--- src/rtl/vga_pkg.sv ---
// Shared types and helpers for the VGA stream output engine.
package vga_pkg;

  typedef enum logic [1:0] {
    HUNT   = 2'd0,
    ARMED  = 2'd1,
    LOCKED = 2'd2
  } lock_state_t;

  // Counter width for a counter running 0..total-1, never narrower than 1 bit.
  function automatic int cnt_width(input int total);
    return (total > 1) ? $clog2(total) : 1;
  endfunction

endpackage

--- src/rtl/vga_timing_gen.sv ---
// Free-running h/v raster counters with region decode. Order per axis:
// active, front porch, sync, back porch.
module vga_timing_gen
  import vga_pkg::*;
#(
  parameter int H_ACTIVE = 640,
  parameter int H_FP     = 16,
  parameter int H_SYNC   = 96,
  parameter int H_BP     = 48,
  parameter int V_ACTIVE = 480,
  parameter int V_FP     = 10,
  parameter int V_SYNC   = 2,
  parameter int V_BP     = 33
) (
  input  logic clk,
  input  logic reset,
  output logic active_o,
  output logic hs_raw_o,
  output logic vs_raw_o,
  output logic at_origin_o
);

  localparam int H_TOTAL = H_ACTIVE + H_FP + H_SYNC + H_BP;
  localparam int V_TOTAL = V_ACTIVE + V_FP + V_SYNC + V_BP;
  localparam int HW      = cnt_width(H_TOTAL);
  localparam int VW      = cnt_width(V_TOTAL);

  localparam logic [HW-1:0] H_LAST = HW'(H_TOTAL - 1);
  localparam logic [HW-1:0] H_ACT  = HW'(H_ACTIVE);
  localparam logic [HW-1:0] H_SS   = HW'(H_ACTIVE + H_FP);
  localparam logic [HW-1:0] H_SE   = HW'(H_ACTIVE + H_FP + H_SYNC);
  localparam logic [VW-1:0] V_LAST = VW'(V_TOTAL - 1);
  localparam logic [VW-1:0] V_ACT  = VW'(V_ACTIVE);
  localparam logic [VW-1:0] V_SS   = VW'(V_ACTIVE + V_FP);
  localparam logic [VW-1:0] V_SE   = VW'(V_ACTIVE + V_FP + V_SYNC);

  logic [HW-1:0] h_cnt_q, h_cnt_d;
  logic [VW-1:0] v_cnt_q, v_cnt_d;

  always_comb begin
    h_cnt_d = h_cnt_q + HW'(1);
    v_cnt_d = v_cnt_q;
    if (h_cnt_q == H_LAST) begin
      h_cnt_d = '0;
      v_cnt_d = (v_cnt_q == V_LAST) ? '0 : v_cnt_q + VW'(1);
    end
  end

  always_ff @(posedge clk) begin
    if (reset) begin
      h_cnt_q <= '0;
      v_cnt_q <= '0;
    end else begin
      h_cnt_q <= h_cnt_d;
      v_cnt_q <= v_cnt_d;
    end
  end

  assign active_o    = (h_cnt_q < H_ACT) && (v_cnt_q < V_ACT);
  assign hs_raw_o    = (h_cnt_q >= H_SS) && (h_cnt_q < H_SE);
  assign vs_raw_o    = (v_cnt_q >= V_SS) && (v_cnt_q < V_SE);
  assign at_origin_o = (h_cnt_q == '0) && (v_cnt_q == '0);

endmodule

--- src/rtl/vga_stream_out.sv ---
// Avalon-ST pixel stream to VGA DAC pins, with frame lock, error recovery
// and sticky status. All pin outputs are registered one clock after the counters.
module vga_stream_out
  import vga_pkg::*;
#(
  parameter int COLOR_BITS = 8,
  parameter int H_ACTIVE   = 640,
  parameter int H_FP       = 16,
  parameter int H_SYNC     = 96,
  parameter int H_BP       = 48,
  parameter int V_ACTIVE   = 480,
  parameter int V_FP       = 10,
  parameter int V_SYNC     = 2,
  parameter int V_BP       = 33,
  parameter logic HS_POL   = 1'b0,
  parameter logic VS_POL   = 1'b0,
  parameter logic [3*COLOR_BITS-1:0] UNDERFLOW_COLOR = '1
) (
  input  logic                    clk,
  input  logic                    reset,
  input  logic [3*COLOR_BITS-1:0] in_data,
  input  logic                    in_valid,
  input  logic                    in_sop,
  output logic                    in_ready,
  input  logic                    clear_status,
  output logic                    underflow,
  output logic                    sop_err,
  output logic                    frame_start,
  output logic [COLOR_BITS-1:0]   VGA_R,
  output logic [COLOR_BITS-1:0]   VGA_G,
  output logic [COLOR_BITS-1:0]   VGA_B,
  output logic                    VGA_HS,
  output logic                    VGA_VS,
  output logic                    VGA_BLANK_N,
  output logic                    VGA_SYNC_N
);

  logic active, hs_raw, vs_raw, at_origin;

  vga_timing_gen #(
    .H_ACTIVE(H_ACTIVE), .H_FP(H_FP), .H_SYNC(H_SYNC), .H_BP(H_BP),
    .V_ACTIVE(V_ACTIVE), .V_FP(V_FP), .V_SYNC(V_SYNC), .V_BP(V_BP)
  ) u_timing (
    .clk        (clk),
    .reset      (reset),
    .active_o   (active),
    .hs_raw_o   (hs_raw),
    .vs_raw_o   (vs_raw),
    .at_origin_o(at_origin)
  );

  lock_state_t             state_q, state_d;
  logic [3*COLOR_BITS-1:0] rgb_q, rgb_d;
  logic                    blank_n_q, hs_q, vs_q, fs_q;
  logic                    underflow_q, underflow_d, sop_err_q, sop_err_d;
  logic                    uf_set, se_set;

  always_comb begin
    state_d  = state_q;
    in_ready = 1'b0;
    rgb_d    = '0;
    uf_set   = 1'b0;
    se_set   = 1'b0;
    case (state_q)
      HUNT: begin
        in_ready = !(in_valid && in_sop);
        if (in_valid && in_sop) state_d = ARMED;
      end
      ARMED: begin
        // The held SOP beat is only taken at the raster origin.
        if (in_valid && in_sop) begin
          if (at_origin) begin
            in_ready = 1'b1;
            rgb_d    = in_data;
            state_d  = LOCKED;
          end
        end else begin
          state_d = HUNT;
        end
      end
      LOCKED: begin
        // A beat is refused only when its SOP flag disagrees with the raster position.
        in_ready = active && !(in_valid && (in_sop != at_origin));
        if (active) begin
          if (!in_valid) begin
            rgb_d   = UNDERFLOW_COLOR;
            uf_set  = 1'b1;
            state_d = HUNT;
          end else if (in_sop != at_origin) begin
            rgb_d   = UNDERFLOW_COLOR;
            se_set  = 1'b1;
            state_d = in_sop ? ARMED : HUNT;
          end else begin
            rgb_d = in_data;
          end
        end
      end
      default: state_d = HUNT;
    endcase
    if (reset) in_ready = 1'b0;
  end

  assign underflow_d = (underflow_q & ~clear_status) | uf_set;
  assign sop_err_d   = (sop_err_q & ~clear_status) | se_set;

  always_ff @(posedge clk) begin
    if (reset) begin
      state_q     <= HUNT;
      rgb_q       <= '0;
      blank_n_q   <= 1'b0;
      hs_q        <= ~HS_POL;
      vs_q        <= ~VS_POL;
      fs_q        <= 1'b0;
      underflow_q <= 1'b0;
      sop_err_q   <= 1'b0;
    end else begin
      state_q     <= state_d;
      rgb_q       <= rgb_d;
      blank_n_q   <= active;
      hs_q        <= hs_raw ? HS_POL : ~HS_POL;
      vs_q        <= vs_raw ? VS_POL : ~VS_POL;
      fs_q        <= at_origin;
      underflow_q <= underflow_d;
      sop_err_q   <= sop_err_d;
    end
  end

  assign VGA_R       = rgb_q[3*COLOR_BITS-1:2*COLOR_BITS];
  assign VGA_G       = rgb_q[2*COLOR_BITS-1:COLOR_BITS];
  assign VGA_B       = rgb_q[COLOR_BITS-1:0];
  assign VGA_HS      = hs_q;
  assign VGA_VS      = vs_q;
  assign VGA_BLANK_N = blank_n_q;
  assign VGA_SYNC_N  = 1'b0;
  assign frame_start = fs_q;
  assign underflow   = underflow_q;
  assign sop_err     = sop_err_q;

endmodule

--- config.mk ---
export PLATFORM = sky130hd
export DESIGN_NAME = vga_stream_out
export DESIGN_NICKNAME = d
export VERILOG_FILES = /design/src/rtl/vga_pkg.sv /design/src/rtl/vga_timing_gen.sv /design/src/rtl/vga_stream_out.sv
export SDC_FILE = /design/constraint.sdc
export NUM_CORES = 1
export LEC_CHECK = 0
export BUFFER_PORTS_ARGS = -buffer_cell sky130_fd_sc_hd__buf_2
export CAP_MARGIN = 40
export CORE_MARGIN = 10
export CORE_UTILIZATION = 48
export CTS_BUF_LIST = sky130_fd_sc_hd__clkbuf_4
export CTS_CLUSTER_DIAMETER = 40
export DETAILED_ROUTE_END_ITERATION = 8
export PLACE_DENSITY = 0.77
export SETUP_SLACK_MARGIN = 0.05
export SYNTH_ARGS = -nofsm -noshare
export SYNTH_HDL_FRONTEND = slang
export SYNTH_HIERARCHICAL = 1
export SYNTH_SLANG_ARGS = --single-unit
--- constraint.sdc ---
create_clock -name clk -period 2.6 [get_ports clk]
set_input_delay 0.13 -clock clk [delete_from_list [all_inputs] [get_ports clk]]
set_output_delay 0.13 -clock clk [all_outputs]
set_load 0.005 [all_outputs]
Word level (Yosys, flattened, before mapping)
Index checks and enable logic that the tools add are counted.
{"block": "op_classes", "n_addsub": 2, "n_lt_le_gt_ge": 6, "eq_ne": 9, "n_mux": 28, "bitwise": 5, "n_reduce_logical": 14}
{"op": "$mux 24", "n": 5}
{"op": "$pmux 24 s2", "n": 1}
{"op": "$add 10x1->10 const B", "n": 2}
{"op": "$eq 10x10->1 const B", "n": 2}
{"op": "$logic_not 10->1", "n": 2}
{"op": "$lt 10x10->1 const B", "n": 2}
{"op": "$lt 10x9->1 const B", "n": 2}
{"op": "$mux 1", "n": 13}
{"op": "$mux 2", "n": 6}
{"op": "$ge 10x10->1 const B", "n": 1}
{"op": "$ge 10x9->1 const B", "n": 1}
{"op": "$mux 10", "n": 1}
{"op": "$logic_and 1x1->1", "n": 7}
{"op": "$ne 3x3->1 const B", "n": 2}
{"op": "$pmux 2 s3", "n": 1}
{"op": "$ne 2x2->1 const B", "n": 2}
{"op": "$reduce_and 4->1", "n": 1}
{"op": "$pmux 1 s3", "n": 1}
{"op": "$and 1x1->1", "n": 2}
{"op": "$eq 2x1->1 const B", "n": 1}
{"op": "$eq 2x2->1 const B", "n": 1}
{"op": "$logic_not 1->1", "n": 2}
{"op": "$logic_not 2->1", "n": 1}
{"op": "$or 1x1->1", "n": 2}
{"op": "other kinds (3)", "n": 3}
{"block": "totals", "ff_bits": 52, "out_inout_bits": 32}

Depth between registers and ports, before layout
Gate-level depths: netlist of run 1.
{"block": "depth", "word_depth": 8, "depth_mapped": 10, "ltp_nobuf": 9}

By module
The synthesis of run 1 kept the hierarchy.
{"module": "vga_stream_out", "n_inst": 1, "cells_per_inst": 107, "area_each_um2": 1156.1}
{"module": "vga_timing_gen", "n_inst": 1, "cells_per_inst": 128, "area_each_um2": 1043.5}

Worst setup path before layout of run 1
No wires, ideal clock.
{"block": "synth_path", "path_kind": "register to register", "start": "reg u_timing.h_cnt_q[5]", "end": "reg state_q[0]", "setup_time_ns": 0.070, "arrival_time_ns": 2.421, "required_time_ns": 2.530, "slack_ns": 0.109, "path_stages_with_launch": 10, "path_buffers": 2, "synth_period_minus_slack_ns": 2.491, "path_cell_list": "dfxtp_1 -> buf_2 -> or3_4 -> or4_2 -> nor2_1 -> buf_4 -> nand4bb_1 -> nand4_2 -> or4_1 -> a21oi_1"}
{"block": "synth_between", "elab_chain_cells": 5, "word_cells_on_any_way": 9, "cone_classes": "1 x order compare; 4 x eq/ne; 4 x reduce/logical"}
{"item": "start, declared", "line": "vga_timing_gen.sv:37", "text": "logic [HW-1:0] h_cnt_q, h_cnt_d;"}
{"item": "start signal, assigned", "line": "vga_timing_gen.sv:54", "text": "h_cnt_q <= h_cnt_d;"}
{"item": "$logic_not 10->1 (*)", "line": "vga_timing_gen.sv:62", "text": "assign at_origin_o = (h_cnt_q == '0) && (v_cnt_q == '0);"}
{"item": "$logic_and 1x1->1 (*)", "line": "vga_timing_gen.sv:62"}
{"item": "via at_origin", "line": "vga_stream_out.sv:38", "text": "logic active, hs_raw, vs_raw, at_origin;"}
{"item": "$ne 1x1->1", "line": "vga_stream_out.sv:89", "text": "end else if (in_sop != at_origin) begin"}
{"item": "$ne 3x3->1 (no line)"}
{"item": "$reduce_and 4->1 (no line) (*)"}
{"item": "end signal, assigned", "line": "vga_stream_out.sv:117", "text": "state_q <= state_d;"}
{"item": "end, declared", "line": "vga_stream_out.sv:52", "text": "lock_state_t state_q, state_d;"}
The timed path passes the listed nets; every way through them passes the cells marked *.
A chain may end at the register's enable or synchronous reset.

Worst setup path after layout of run 1
{"block": "layout_path", "start": "reg u_timing.h_cnt_q[6]", "end": "out in_ready"}
{"block": "layout_between", "elab_chain_cells": 8, "word_cells_on_any_way": 12, "cone_classes": "1 x order compare; 1 x eq/ne; 4 x mux; 6 x reduce/logical"}
{"item": "$logic_not 10->1 (*)", "line": "vga_timing_gen.sv:62"}
{"item": "$logic_and 1x1->1 (*)", "line": "vga_timing_gen.sv:62"}
{"item": "via at_origin", "line": "vga_stream_out.sv:38"}
{"item": "$ne 1x1->1", "line": "vga_stream_out.sv:83", "text": "in_ready = active && !(in_valid && (in_sop != at_origin));"}
{"item": "$logic_and 1x1->1", "line": "vga_stream_out.sv:83"}
{"item": "$logic_not 1->1", "line": "vga_stream_out.sv:83"}
{"item": "$logic_and 1x1->1", "line": "vga_stream_out.sv:83"}
{"item": "$pmux 1 s3 (*)", "line": "vga_stream_out.sv:64", "text": "case (state_q)"}
{"item": "$mux 1 (*)", "line": "vga_stream_out.sv:100", "text": "if (reset) in_ready = 1'b0;"}
{"item": "end, declared", "line": "vga_stream_out.sv:24", "text": "output logic in_ready,"}
Marks and branches as above.

==> results_dict.tcl, run 1 <==
set metrics [dict create \
    synth-warning-count 6 \
    synth_cells 235 \
    synth_compound_area_share_pct 14.4 \
    r2r_end "state_q[0]" \
    power_density_nw_per_um2 464 \
    grt_pass1_wl_mm 8.72 \
    postPlaceCellArea_um2 2570 \
    instances_no_fill 377 \
    drv_slew 0 \
    cts_tree "done" \
    crit_type "register to primary output" \
    fin_area_um2 2940 \
    synth_top_family_by_area "simple AND/OR/NAND/NOR gates" \
    cap_violations 0 \
    die_x_um 87.7 \
    wl_per_cell_um 14.4 \
    p_leak_nw 1.26 \
    wl_mm 5.43 \
    synth_area_um2 2200 \
    min-delay-start "clear_status" \
    post-place-ws_ns 0.0577 \
    status "finished clean" \
    ys_seq_area_share_pct 47.3 \
    synth_edf_count 0 \
    antenna_found_initial 0 \
    drive_above_1_share_pct 29.8 \
    fmax_mhz 392 \
    min_delay_path_depth 4 \
    cp.arrival_ns 2.42 \
    avgSynthCellArea_um2 9.36 \
    start_util_pct 50.2 \
    hold_class "input pin to register" \
    syn2layout_area_growth_pct 33.8 \
    grt-ovfl-total 0 \
    fin_worst_skew_ns 0.0159 \
    drtIter0Drc 83 \
    first_pass_iters 4 \
    ioPinCount 61 \
    reg2reg_depth 9 \
    cp.required_ns 2.47 \
    final_util_pct 67.2 \
    synth_common_cells "52 x dfxtp_1, 23 x o21a_1, 21 x nor2_1, 12 x nand2_1, 11 x a21oi_1" \
    path_clk_slew_ns 0.16 \
    yosys-top-cells-area "dfxtp_1 47%, o21a_1 7.8%, ha_1 4.6%" \
    cp_max_fo 3 \
    insertion_delay_ns 0.38 \
    min_delay_worst_endpoint "sop_err" \
    hold_viol_final 0 \
    ant_nets 0 \
    grt_max_degree 24 \
    synthSimpleGateAreaFrac_pct 22.8 \
    place_hpwl_mm 3.72 \
    regToRegStartpoint "u_timing/h_cnt_q[6]" \
    period_needed_ns 2.55 \
    synthArstFlopShare_pct 0 \
    die_y_um 87.7 \
    cts_sinks 52 \
    start_kind "register" \
    antenna_cells 0 \
    drc 0 \
    synth_xor_xnor_area_share_pct 5.57 \
    dpl.cell_count 342 \
    ys_types 42 \
    max-vdd-ir-drop_uv 352 \
    rows 24 \
    drt-vias-per-instance 5.17 \
    rrSetupSlack_ns 0.11 \
    syn_nets 272 \
    synth_fa_ha_area_share_pct 4.55 \
    setup_violations 0 \
    critPathCaptureType "primary output" \
    synth_seq_cells 52 \
    grtUsageTotal_pct 13.9 \
    finalWorstSetupSlack_ns 0.0508 \
    cts_buffers 5 \
    port_buffers 59 \
    first_global_vias 1873 \
    hold_slack_ns 0.0133 \
    yosysMostFrequentCell "dfxtp_1" \
    synthFlopType "dfxtp_1" \
    rsz0062_at_grt "yes" \
    nets 361 \
    die-area_um2 7690 \
    min_period_over_period_pct 98.0 \
    root_buffer "clkbuf_4" \
    cts_buffer_depth 2 \
    htreeDepth 2 \
    synthMuxAreaShare_pct 0 \
    synth.top_cell.area_share_pct 47.3 \
    gp_congestion 0.797 \
    core_um2 4380 \
    yosysTopAreaCell "dfxtp_1" \
    vias 1948 \
]
==> worst max path at each step <==
stage | start | endpoint | slack (ns) | depth (start not counted)
after global routing | u_timing/h_cnt_q[6] | in_ready | -0.04 | 8
after CTS | u_timing/h_cnt_q[6] | in_ready | -0.01 | 8
after global placement | u_timing/h_cnt_q[6] | rgb_q[17] | -0.02 | 7
final | u_timing/h_cnt_q[6] | in_ready | 0.05 | 8
after detailed placement | u_timing/h_cnt_q[6] | state_q[0] | 0.06 | 7
after floorplan | u_timing/h_cnt_q[5] | state_q[0] | 0.11 | 9
==> metrics by stage <==
stage / setup TNS [ns] / power, W
floorplan: 0 / 0.000901
global placement: -0.0805 / 0.000936
detailed placement: 0 / 0.000940
CTS: -0.0100 / 0.00137
global route: -0.0400 / 0.00143
finish: 0 / 0.00137
==> registers in the layout (all words and copies together), names as in the netlist, 2 cells and up <==
signal,count
state_q,2
u_timing/v_cnt_q,10
rgb_q,24
u_timing/h_cnt_q,10
==> layout by cell type, fill, tap and decap left out, types with 5 or more instances in the layout <==
master         synthesis  final
a21oi_1               11     10
buf_2                  6     59
buf_4                  4     12
clkbuf_4               0      5
dfxtp_1               52     51
dlygate4sd3_1          0     24
ha_1                   8      8
inv_1                  9      9
nand2_1               12     12
nand2b_1               5      5
nand3_1                8      8
nand4_1               10     10
nor2_1                21     20
nor3_1                 5      5
o21a_1                23     23
o21ai_0                6      6
xnor2_1                8      8
xor2_1                 6      5
==> where the power goes <==
| group | switching [W] | total [W] | internal [W] |
|---|---|---|---|
| clock | 0.000274 | 0.000389 | 0.000115 |
| combinational | 0.0000687 | 0.000161 | 0.0000921 |
| sequential | 0.00000962 | 0.000818 | 0.000808 |
==> final cells by class <==
cell class | instances | area (µm²)
fillers | 343 | 1440
multi-input cells | 159 | 1090
flip-flops and latches | 52 | 1040
repair buffers | 97 | 652
well taps | 52 | 65.1
clock buffers | 5 | 37.5
inverters | 9 | 33.8
clock inverters | 3 | 26.3
==> critical path, stage by stage, from the launching register on <==
cell,delay (ns)
dfxtp_2,0.35
or3_4,0.37
or4_4,0.43
nor2_4,0.11
buf_6,0.11
xor2_2,0.06
a21o_1,0.16
a311oi_1,0.28
buf_2,0.17
==> timing repair <==
action,in CTS,in global routing
pin swaps,2,6
setup buffers,2,1
setup endpoints to repair,2,24
hold buffers,24,0
gates resized for setup,6,3
hold endpoints to repair,24,0
==> layer usage <==
layer	part of all wire [%]	track usage [%]	wire, µm
met1	42	16.8	2290
met2	50	22.3	2710
met3	5.5	4.18	300
met4	2.4	6.23	131
met5	0	0	0
==> logic make-up after synthesis <==
kind of cell | Yosys count
and+or+nand+nor | 89
DFF | 52
adders and majority gates | 8
AOI/OAI and AO/OA | 47
buffers and inverters | 24
other | 1
xor gates and xnor gates | 14
Note: power is estimated with default switching activity, not from simulation.
==> run 2: changes to the inputs <==
--- a/config.mk
+++ b/config.mk
@@ -7,12 +7,14 @@
 export LEC_CHECK = 0
 export BUFFER_PORTS_ARGS = -buffer_cell sky130_fd_sc_hd__buf_2
 export CAP_MARGIN = 40
+export CELL_PAD_IN_SITES_DETAIL_PLACEMENT = 1
+export CELL_PAD_IN_SITES_GLOBAL_PLACEMENT = 1
 export CORE_MARGIN = 10
-export CORE_UTILIZATION = 48
+export CORE_UTILIZATION = 36
 export CTS_BUF_LIST = sky130_fd_sc_hd__clkbuf_4
 export CTS_CLUSTER_DIAMETER = 40
 export DETAILED_ROUTE_END_ITERATION = 8
-export PLACE_DENSITY = 0.77
+export PLACE_DENSITY_LB_ADDON = 0.1
 export SETUP_SLACK_MARGIN = 0.05
 export SYNTH_ARGS = -nofsm -noshare
 export SYNTH_HDL_FRONTEND = slang
==> run 2 against run 1 <==
Net effect:
- hold slack better by 0.083 ns
- sequential cell count unchanged
- clock-buffer cell count unchanged
- global-route usage down 1.3 points
- clock power up 2%
- first-iteration DRC count down 65%
- worst setup slack better by 0.012 ns
- design area up 1.4%
- register-to-register slack better by 0.12 ns
- highest routed layer unchanged
==> results_dict.tcl, run 2 (synthesis gave the netlist of run 1 again) <==
set metrics [dict create \
    status "finished clean" \
    fin_area_um2 2990 \
    critPathCaptureType "primary output" \
    first_global_vias 1985 \
    postPlaceCellArea_um2 2630 \
    antenna_found_initial 0 \
    rows 28 \
    drtIter0Drc 29 \
    grtUsageTotal_pct 12.6 \
    drv_slew 0 \
    rrSetupSlack_ns 0.23 \
    hold_viol_final 0 \
    switching_share_pct 26.3 \
    sequentialPowerShare_pct 59.9 \
    r2r_end "state_q[0]" \
    cap_violations 0 \
    root_buffer "clkbuf_4" \
    p_sw_w 0.000358 \
    fin_worst_skew_ns 0.0290 \
    die-area_um2 9640 \
    rsz0062_at_grt "yes" \
    power_frac_comb_pct 11.1 \
    crit_type "register to primary output" \
    gp_congestion 0.742 \
    intPower_w 0.00101 \
    final_cell_mix "59 x buf_2, 51 x dfxtp_1, 25 x dlygate4sd3_1, 23 x o21a_1, 20 x nor2_1" \
    cp_max_fo 5 \
    tightest_slew_ns 0.528 \
    setup_violations 0 \
    finalWorstSetupSlack_ns 0.0624 \
    setup_tns_ns 0 \
    place_hpwl_mm 4.39 \
    hold_class "input pin to register" \
    grt_max_degree 24 \
    path_clk_slew_ns 0.16 \
    nets 362 \
    slew_headroom_pct 64.8 \
    layout_commonest_cell "buf_2" \
    post-place-ws_ns -0.0407 \
    port_buffers 59 \
    reg2reg_depth 8 \
    cts_sinks 52 \
    core_um2 5920 \
    top_regs "rgb_q x24, u_timing/h_cnt_q x10, u_timing/v_cnt_q x10" \
    largest_reg_flops 24 \
    cts_tree "done" \
    start_util_pct 37.2 \
    ioPinCount 61 \
    antenna_cells 0 \
    regToRegStartpoint "u_timing/h_cnt_q[6]" \
    period_needed_ns 2.54 \
    p_leak_nw 1.25 \
    syn2layout_area_growth_pct 35.7 \
    power_density_nw_per_um2 457 \
    fmax_mhz 394 \
    cts_buffers 5 \
    insertion_delay_ns 0.39 \
    vias 1947 \
    die_y_um 98.2 \
    drc 0 \
    regMostFlops "rgb_q" \
    min_period_over_period_pct 97.6 \
    power.total_w 0.00136 \
    wl_mm 6.16 \
    drive_above_1_share_pct 29.8 \
    clkPwrFrac_pct 29.0 \
    ant_nets 0 \
    wl_per_cell_um 15.4 \
    hold_slack_ns 0.0960 \
    cp.arrival_ns 2.41 \
    grt_pass1_wl_mm 10.2 \
    cts_buffer_depth 2 \
    cp.required_ns 2.47 \
    crit_start "u_timing/h_cnt_q[6]" \
    htreeDepth 2 \
    max-vdd-ir-drop_uv 199 \
    drt-vias-per-instance 4.86 \
    grt-ovfl-total 0 \
    crit_path_end "in_ready" \
    die_x_um 98.2 \
    start_kind "register" \
    first_pass_iters 4 \
]
==> run 2: area by class of cell <==
class	count	area, µm²
Inverter	9	33.8
Timing Repair Buffer	98	674
Clock buffer	5	37.5
Sequential cell	52	1040
Multi-Input combinational cell	159	1080
Fill cell	703	2940
Clock inverter	3	25.0
Tap cell	75	93.8
==> run 2: routing by layer <==
metal  vias up  GRT usage, %  routed length (µm)
li1        993             -                   -
met1       909          15.7                2860
met2        39          20.6                2930
met3         6          3.81                 304
met4         0          3.31                  64
met5         -             0                   0
==> run 2: worst min-delay path by stage <==
stage / slack [ns] / to / startpoint / depth (start not counted)
2_1_floorplan: 0.20 / u_timing/v_cnt_q[1] / reset / 1
3_3_place_gp: 0.34 / rgb_q[2] / in_data[2] / 2
3_5_place_dp: 0.34 / rgb_q[3] / in_data[3] / 2
4_1_cts: 0.09 / sop_err / in_valid / 3
5_1_grt: 0.10 / sop_err / in_valid / 3
6_report: 0.1 / sop_err / in_valid / 3
==> run 2: power groups by stage <==
stage	Clock (W)	Combinational, W	Sequential (W)
floorplan	0	0.0000695	0.000831
global placement	0	0.000108	0.000834
detailed placement	0	0.000111	0.000834
CTS	0.000416	0.000151	0.000817
global route	0.000446	0.000167	0.000820
finish	0.000395	0.000151	0.000817
==> run 2: worst max-delay path, stage by stage, from the launching register on <==
cell and delay [ns]:
dfxtp_2 0.35, or3_4 0.38, or4_4 0.43, nor2_4 0.11
buf_6 0.13, xor2_2 0.06, a21o_1 0.18, a311oi_1 0.26
buf_2 0.16
==> run 2: per-stage QoR <==
step	utilization (%)	cells
floorplan	-	235
global placement	44.2	366
detailed placement	44.4	367
CTS	50.2	401
global route	50.4	401
finish	50.4	401
==> run 2: timing repair <==
item / in CTS / in global routing
endpoints found under the setup margin: 2 / 2
buffers inserted: 1 / 0
pin swaps: 2 / 3
hold buffers: 25 / 0
resized for setup: 6 / 2
endpoints found under the hold margin: 25 / 0
